<file path="config.mk">
export PLATFORM = sky130hd
export DESIGN_NAME = multi_channel_timer
export DESIGN_NICKNAME = d
export VERILOG_FILES = /design/src/rtl/multi_channel_timer.sv
export SDC_FILE = /design/constraint.sdc
export NUM_CORES = 1
export LEC_CHECK = 0
export CORE_AREA = 2 2 144 174
export DETAILED_ROUTE_END_ITERATION = 10
export DIE_AREA = 0 0 146 176
export MAX_ROUTING_LAYER = met4
export REMOVE_ABC_BUFFERS = 1
export SLEW_MARGIN = 20
export SYNTH_ARGS = -nofsm -noshare
export SYNTH_HDL_FRONTEND = slang
export SYNTH_SLANG_ARGS = --single-unit
</file>
<file path="constraint.sdc">
create_clock -name clock -period 9.3 [get_ports clock]
set_input_delay 1.86 -clock clock [delete_from_list [all_inputs] [get_ports clock]]
set_output_delay 1.86 -clock clock [all_outputs]
set_load 0.01 [all_outputs]
</file>
<file path="src/rtl/multi_channel_timer.sv">
// Bank of independent programmable down-count timers (one-shot or periodic)
// plus a global free-running cycle counter with a wrap pulse.
module multi_channel_timer #(
  parameter int WIDTH     = 16,
  parameter int CHANNELS  = 4,
  parameter int CYC_WIDTH = 32,
  parameter int CH_W      = (CHANNELS > 1) ? $clog2(CHANNELS) : 1
) (
  input  logic                 clock,
  input  logic                 reset,
  input  logic                 wr_en,
  input  logic [CH_W-1:0]      wr_chan,
  input  logic [WIDTH-1:0]     wr_data,
  input  logic                 wr_mode,
  input  logic [CHANNELS-1:0]  start,
  input  logic [CHANNELS-1:0]  stop,
  input  logic [CH_W-1:0]      rd_chan,
  output logic [WIDTH-1:0]     rd_count,
  output logic                 rd_running,
  output logic [CHANNELS-1:0]  running,
  output logic [CHANNELS-1:0]  expired,
  output logic [CYC_WIDTH-1:0] cycle_count,
  output logic                 cycle_wrap
);

  logic [WIDTH-1:0]     count_all [CHANNELS];
  logic [CHANNELS-1:0]  running_all;
  logic [CHANNELS-1:0]  expired_all;
  logic [CYC_WIDTH-1:0] cycle_count_reg;
  logic                 cycle_wrap_reg;

  generate
    for (genvar gi = 0; gi < CHANNELS; gi++) begin : g_chan
      logic [WIDTH-1:0] reload_reg;
      logic [WIDTH-1:0] count_reg;
      logic             mode_reg;
      logic             running_reg;
      logic             expired_reg;
      logic             load_hit;

      // Out-of-range wr_chan values match no channel and are dropped.
      assign load_hit = wr_en && (wr_chan == CH_W'(gi));

      always_ff @(posedge clock or posedge reset) begin
        if (reset) begin
          reload_reg  <= '0;
          count_reg   <= '0;
          mode_reg    <= 1'b0;
          running_reg <= 1'b0;
          expired_reg <= 1'b0;
        end else if (load_hit) begin
          reload_reg  <= wr_data;
          count_reg   <= wr_data;
          mode_reg    <= wr_mode;
          running_reg <= 1'b0;
          expired_reg <= 1'b0;
        end else if (stop[gi]) begin
          running_reg <= 1'b0;
          expired_reg <= 1'b0;
        end else if (running_reg) begin
          // Start requests are ignored while running; only counting happens.
          if (count_reg == WIDTH'(1)) begin
            expired_reg <= 1'b1;
            if (mode_reg) begin
              count_reg <= reload_reg;
            end else begin
              count_reg   <= '0;
              running_reg <= 1'b0;
            end
          end else begin
            count_reg   <= count_reg - WIDTH'(1);
            expired_reg <= 1'b0;
          end
        end else if (start[gi] && (reload_reg != '0)) begin
          count_reg   <= reload_reg;
          running_reg <= 1'b1;
          expired_reg <= 1'b0;
        end else begin
          expired_reg <= 1'b0;
        end
      end

      assign count_all[gi]   = count_reg;
      assign running_all[gi] = running_reg;
      assign expired_all[gi] = expired_reg;
    end
  endgenerate

  always_ff @(posedge clock or posedge reset) begin
    if (reset) begin
      cycle_count_reg <= '0;
      cycle_wrap_reg  <= 1'b0;
    end else begin
      cycle_count_reg <= cycle_count_reg + CYC_WIDTH'(1);
      cycle_wrap_reg  <= (cycle_count_reg == {CYC_WIDTH{1'b1}});
    end
  end

  // Compare-based select keeps non-power-of-two channel counts in range.
  always_comb begin
    rd_count   = '0;
    rd_running = 1'b0;
    for (int i = 0; i < CHANNELS; i++) begin
      if (rd_chan == CH_W'(i)) begin
        rd_count   = count_all[i];
        rd_running = running_all[i];
      end
    end
  end

  assign running     = running_all;
  assign expired     = expired_all;
  assign cycle_count = cycle_count_reg;
  assign cycle_wrap  = cycle_wrap_reg;

endmodule

</file>
==> impl_metrics.json <==
{
  "htreeDepth": 4,
  "rrSetupSlack_ps": 6080,
  "synth_ff_type": "dfrtp_1",
  "io_buffers": 89,
  "die-area_um2": 25700,
  "pre_cts_ws_ps": 3280,
  "viasPerCell": 5.94,
  "wirelength_um": 30700,
  "setup_ws_ps": 3540,
  "netlist_area_um2": 9480,
  "ys_seq_area_share_pct": 45.7,
  "async_flop_share_pct": 100,
  "synthCells": 1062,
  "clk_latency_ps": 440,
  "dr.pass1.iters": 5,
  "p_sw_uw": 849,
  "relSlewSlack_pct": 32.0,
  "fin_skew_ps": 16.9,
  "r2r_cells": 8,
  "synthDominantCellAreaShare_pct": 45.7,
  "fin_nets": 1155,
  "maxSlewViolCount": 0,
  "ctsHoldBuffers": 0,
  "drt_iter0_drc": 623,
  "syn_avg_cell_area_um2": 8.93,
  "drv_cap": 0,
  "fp-row-count": 62,
  "setup_viol": 0,
  "yosysMostFrequentCell": "nand2_1",
  "hold_slack_ps": 486,
  "yosys_warnings": 0,
  "rsz0062_at_grt": "no",
  "crit_required_ps": 7440,
  "endpoint": "rd_count[15]",
  "die_h_um": 176,
  "root_buffer": "clkbuf_16",
  "power.share.sequential_pct": 46.1,
  "grt_pass1_wl_um": 48100,
  "drtAntennaViolNets": 0,
  "dr_total_vias": 8591,
  "worstPathArrival_ps": 3900,
  "cts_tree": "built",
  "core_um2": 23900,
  "route.detailed.drc": 0,
  "cts_buffers": 17,
  "synth.area.top_cells": "dfrtp_1 46%, nand2_1 9.2%, o21ai_0 5.5%",
  "sw_frac_of_total_pct": 36.3,
  "fillers": 2371,
  "yosys.area.top_type": "dfrtp_1",
  "post_cts_resized": 0,
  "path_clk_slew_ps": 70,
  "dp_hpwl_um": 21200,
  "clock-sinks": 173,
  "rr_endpoint": "g_chan[3].count_reg[13]",
  "worst_r2r_startpoint": "g_chan[3].count_reg[1]",
  "power_frac_clock_pct": 31.0,
  "startpoint": "rd_chan[0]",
  "p_comb_share_pct": 22.9,
  "placed_cell_area_um2": 10500,
  "area_growth_pct": 17.4,
  "cp-end-kind": "primary output",
  "ys_top_cells_by_count": "233 x nand2_1, 173 x dfrtp_1, 105 x o21ai_0",
  "max_freq_ghz": 0.174,
  "outcome": "complete, no violations",
  "power.total_uw": 2340,
  "stdcell_area_um2": 11100,
  "post-route-min-period_ps": 5760,
  "ys_types": 71,
  "setup_tns_ps": 0,
  "n_antenna_cell": 0,
  "drive_gt1_share_pct": 7.28,
  "ys_ff_latch": 173,
  "gr-total-overflow": 0,
  "dieWidth_um": 146,
  "peakVddDrop_mv": 0.123,
  "leakagePower_uw": 0.00475,
  "tightest_slew_ps": 1020,
  "grt_max_degree": 101,
  "crit_type": "input pin to primary output",
  "cts_setup_buffers": 0,
  "synth_edf_count": 0,
  "grt_usage_pct": 24.7,
  "clk_path_buf_depth": 2,
  "grt_pass1_vias": 8274,
  "start_kind": "input pin",
  "place_congestion": 0.911,
  "routedWlPerCell_um": 21.2,
  "antenna_found_initial": 0,
  "internal-power_uw": 1490,
  "cp_max_fo": 17,
  "hp-class": "flop to flop",
  "power_density_nw_per_um2": 210,
  "hold_viol_final": 0,
  "io_pins": 90,
  "period_share_pct": 61.9,
  "initial_core_util_pct": 39.7
}
routing by layer:
metal  track usage [%]  routed length (um)
met1              32.3               13400
met2              37.8               14000
met3              4.01                1990
met4              11.7                1360
met5                 -                   0
cell type report:
| cell class | instances | area (um2) | area share, % |
|---|---|---|---|
| Clock buffer | 17 | 425 | 3.82 |
| Clock inverter | 15 | 170 | 1.53 |
| Inverter | 20 | 80.1 | 0.720 |
| Multi-Input combinational cell | 805 | 4780 | 42.9 |
| Sequential cell | 173 | 4330 | 38.9 |
| Tap cell | 320 | 400 | 3.60 |
| Timing Repair Buffer | 97 | 946 | 8.50 |
kinds of logic after synthesis:
logic type / synth area share [%]
AND/OR/NAND/NOR: 23.9
AO/OA/AOI/OAI: 17.3
flip-flops: 45.7
buffers and inverters: 3.99
XOR/XNOR: 3.60
multiplexers: 4.38
adder cells (fa/ha/maj): 1.19
power by group through the flow:
stage               sequential, uW  clock, uW  combinational (uW)
floorplan                      989          0                 367
finish                        1080        726                 536
global placement              1090          0                 524
global route                  1090        775                 596
CTS                           1070        742                 534
detailed placement            1090          0                 532
through the flow:
stage / utilization (%) / instances
final: 46.6 / 1447
after global routing: 46.6 / 1447
after CTS: 46.6 / 1447
after detailed placement: 44.1 / 1415
after global placement: 44.1 / 1415
after floorplan: - / 998
worst max-delay path, stage by stage:
cell             delay (ps)
clkdlybuf4s50_1         950
mux4_2                  590
clkdlybuf4s50_1         500
worst min-delay path by stage:
stage	slack [ps]	end	cells past startpoint	start
after CTS	500	cycle_count[0]	1	cycle_count[0]
after floorplan	460	g_chan[0].reload_reg[14]	2	g_chan[0].reload_reg[14]
after global routing	510	cycle_count[24]	1	cycle_count[24]
after detailed placement	480	cycle_count[24]	1	cycle_count[24]
final	490	cycle_count[0]	1	cycle_count[0]
after global placement	480	cycle_count[24]	1	cycle_count[24]
cell usage in the layout, fill, tap and decap left out, types with 4 or more instances in the layout:
cell type and n:
a2111oi_0 4, a211oi_1 9, a21oi_1 52, a221oi_1 13, a222oi_1 10, a311oi_1 4, a31oi_1 7, and2_1 7
and3_1 14, buf_4 8, clkbuf_16 17, clkdlybuf4s50_1 88, dfrtp_1 173, ha_1 9, inv_1 19, inv_6 5
mux4_2 17, nand2_1 233, nand2b_1 5, nand3_1 26, nand4_1 14, nor2_1 60, nor2b_1 12, nor3_1 35
nor4_1 32, o211ai_1 4, o21ai_0 105, o21ai_1 6, o2bb2ai_1 6, o31ai_1 9, or3_1 9, xnor2_1 21
xor2_1 18
(Power assumes the default switching activity.)
==> patch: new RTL, same flow settings <==
Register the output `expired`, cleared by the reset; this adds one clock of latency there. The other outputs are not delayed to match.
--- a/src/rtl/multi_channel_timer.sv
+++ b/src/rtl/multi_channel_timer.sv
@@ -111,3 +111,9 @@
   assign running     = running_all;
-  assign expired     = expired_all;
+  always_ff @(posedge clock or posedge reset) begin
+    if (reset) begin
+      expired <= '0;
+    end else begin
+      expired <= expired_all;
+    end
+  end
   assign cycle_count = cycle_count_reg;
Check against the original RTL: not equivalent (Yosys sat finds a counterexample within 4 cycles, from zero or initial values and one cycle with reset high).
==> patch against the unedited design <==
Worst setup slack improved by 190 ps. Count of clock-buffer cells in the layout increased by 1. Synthesized area increased by 0.90%. Utilization increased by 0.73 points. Sequential cell count increased by 4. Power increased by 3.8%. Final area increased by 1.6%. Wire length increased by 0.70%. Highest routed layer unchanged.
==> patch: results (changes against the unedited design) <==
Hold Path Cell Cnt: 0 (-1)
share of flip-flops with an asynchronous set or reset: 100.0% (unchanged)
Cell variety after synth: 75 (+5.6%)
hpwl dp: 21400 um (+1.1%)
hold slack: 347.7 ps (-138.1 ps)
Setup crit end: rd_count[9]
Data buffer area share: 8.435% (-0.065 points)
Crit Reg-Reg Endpoint: g_chan[3].count_reg[1]$_DFFE_PP0P_
Mapped Cells: 1061 (-0.094%)
largest net degree at the start of global routing: 119 (+18%)
crit path DAT: 3700 ps (-200 ps)
Post-CTS Setup Repair Bufs: 0 (unchanged)
Detailed Route Iter0 Violations: 762 (+22%)
dpl ws: 3233 ps (-43.30 ps)
Vias/cell: 5.953 (+0.26%)
inverters: 18 (-10%)
final slew viol count: 0 (unchanged)
Multi-input comb cells: 808 (+0.37%)
maxcap violations: 0 (unchanged)
IO Port Bufs: 89 (unchanged)
Synth top cells by count: nand2_1 (233), dfrtp_1 (177), o21ai_0 (76)
HP Class: reg2reg
CLK BUF: 18 (+1)
drt total wl: 30890 um (+0.70%)
Worst Hold Endpoint: expired[1]$_DFF_PP0_
PwrDens: 215.1 mW/mm2 (+2.2%)
Die X: 146 um (unchanged)
Num CTS Buffers: 17 (unchanged)
nets: 1161 (+0.52%)
placed cell count: 1421 (+0.42%)
Worst Tran Pin Value: 1136 ps (+121.1 ps)
minimum clock period: 5565 ps (-194.9 ps)
worst reg2reg setup slack: 6590 ps (+510 ps)
largest cells by area after synthesis: dfrtp_1 (46%), nand2_1 (9.1%), o21ai_0 (4.0%)
worst vdd ir: 0.1270 mV (+3.1%)
RePlAce Congestion: 0.9732 (+6.9%)
status: finished clean
clock root buffer master: clkbuf_16
clk tree area frac: 5.568% (+0.22 points)
Global Route Usage Sum: 25.00% (+0.30 points)
worst reg2reg startpoint: g_chan[3].count_reg[13]$_DFFE_PP0P_
fraction of area in multi-input gates: 42.54% (-0.39 points)
number of synthesized register bits: 177 (+2.3%)
Buffers, non-clock: 98 (+1.0%)
Antenna Cells: 3 (+3)
routed vias: 8667 (+0.88%)
Hold Crit Start: g_chan[1].expired_reg$_DFF_PP0_
initial antenna violation count: 3 (+3)
Seq area share: 39.19% (+0.28 points)
Area after DPL: 0.01067 mm2 (+1.3%)
insertion delay to the later sink of the worst-skew pair: 440 ps (about the same)
global-route wire length before repair: 48280 um (+0.46%)
max incr delay on CP: 930 ps (-20 ps)
fillcell total: 2388 (+0.72%)
vias in the first global route: 8392 (+1.4%)
Leak: 4.757 nW (+0.16%)
post-synthesis sequential area ratio: 46.31% (+0.64 points)
R2R cell count: 6 (-2)
share of cells above drive strength 1: 7.679% (+0.40 points)
skew final: 13.10 ps (-3.769 ps)
## patch: cell types whose count changed after synthesis, moves of 7 or more
cell,unedited run,this run
o21ai_1,6,17
nor2b_1,12,3
clkbuf_1,44,37
nor3b_1,2,9
buf_2,2,9
a21oi_1,52,59
xnor2_1,21,35
nor2_1,62,72
xor2_1,18,8
o21ai_0,105,76
and3_1,14,7
## patch: where the power goes
group          leakage, nW  internal [mW]  total, mW  switching [mW]
clock                0.306          0.441      0.783           0.342
sequential            2.25          0.888       1.12           0.228
combinational         2.20          0.241      0.532           0.291
## patch: logic make-up (layout without fill, tap and decap cells)
family          count (synthesis)  count (layout)  synth area share [%]
buf+inv                        76             148                 3.506
fa+ha+maj                       9               9                 1.177
compound gates                244             244                 15.92
simple gates                  495             495                 25.10
flops                         177             177                 46.31
other cells                     0               3                     0
mux                            17              17                 4.042
xor+xnor                       43              43                 3.938
## patch: routing by layer
layer	wire, um	global-route usage (%)
met5	0	-
met2	14130	38.80
met1	12900	31.66
met3	2713	5.375
met4	1145	11.17
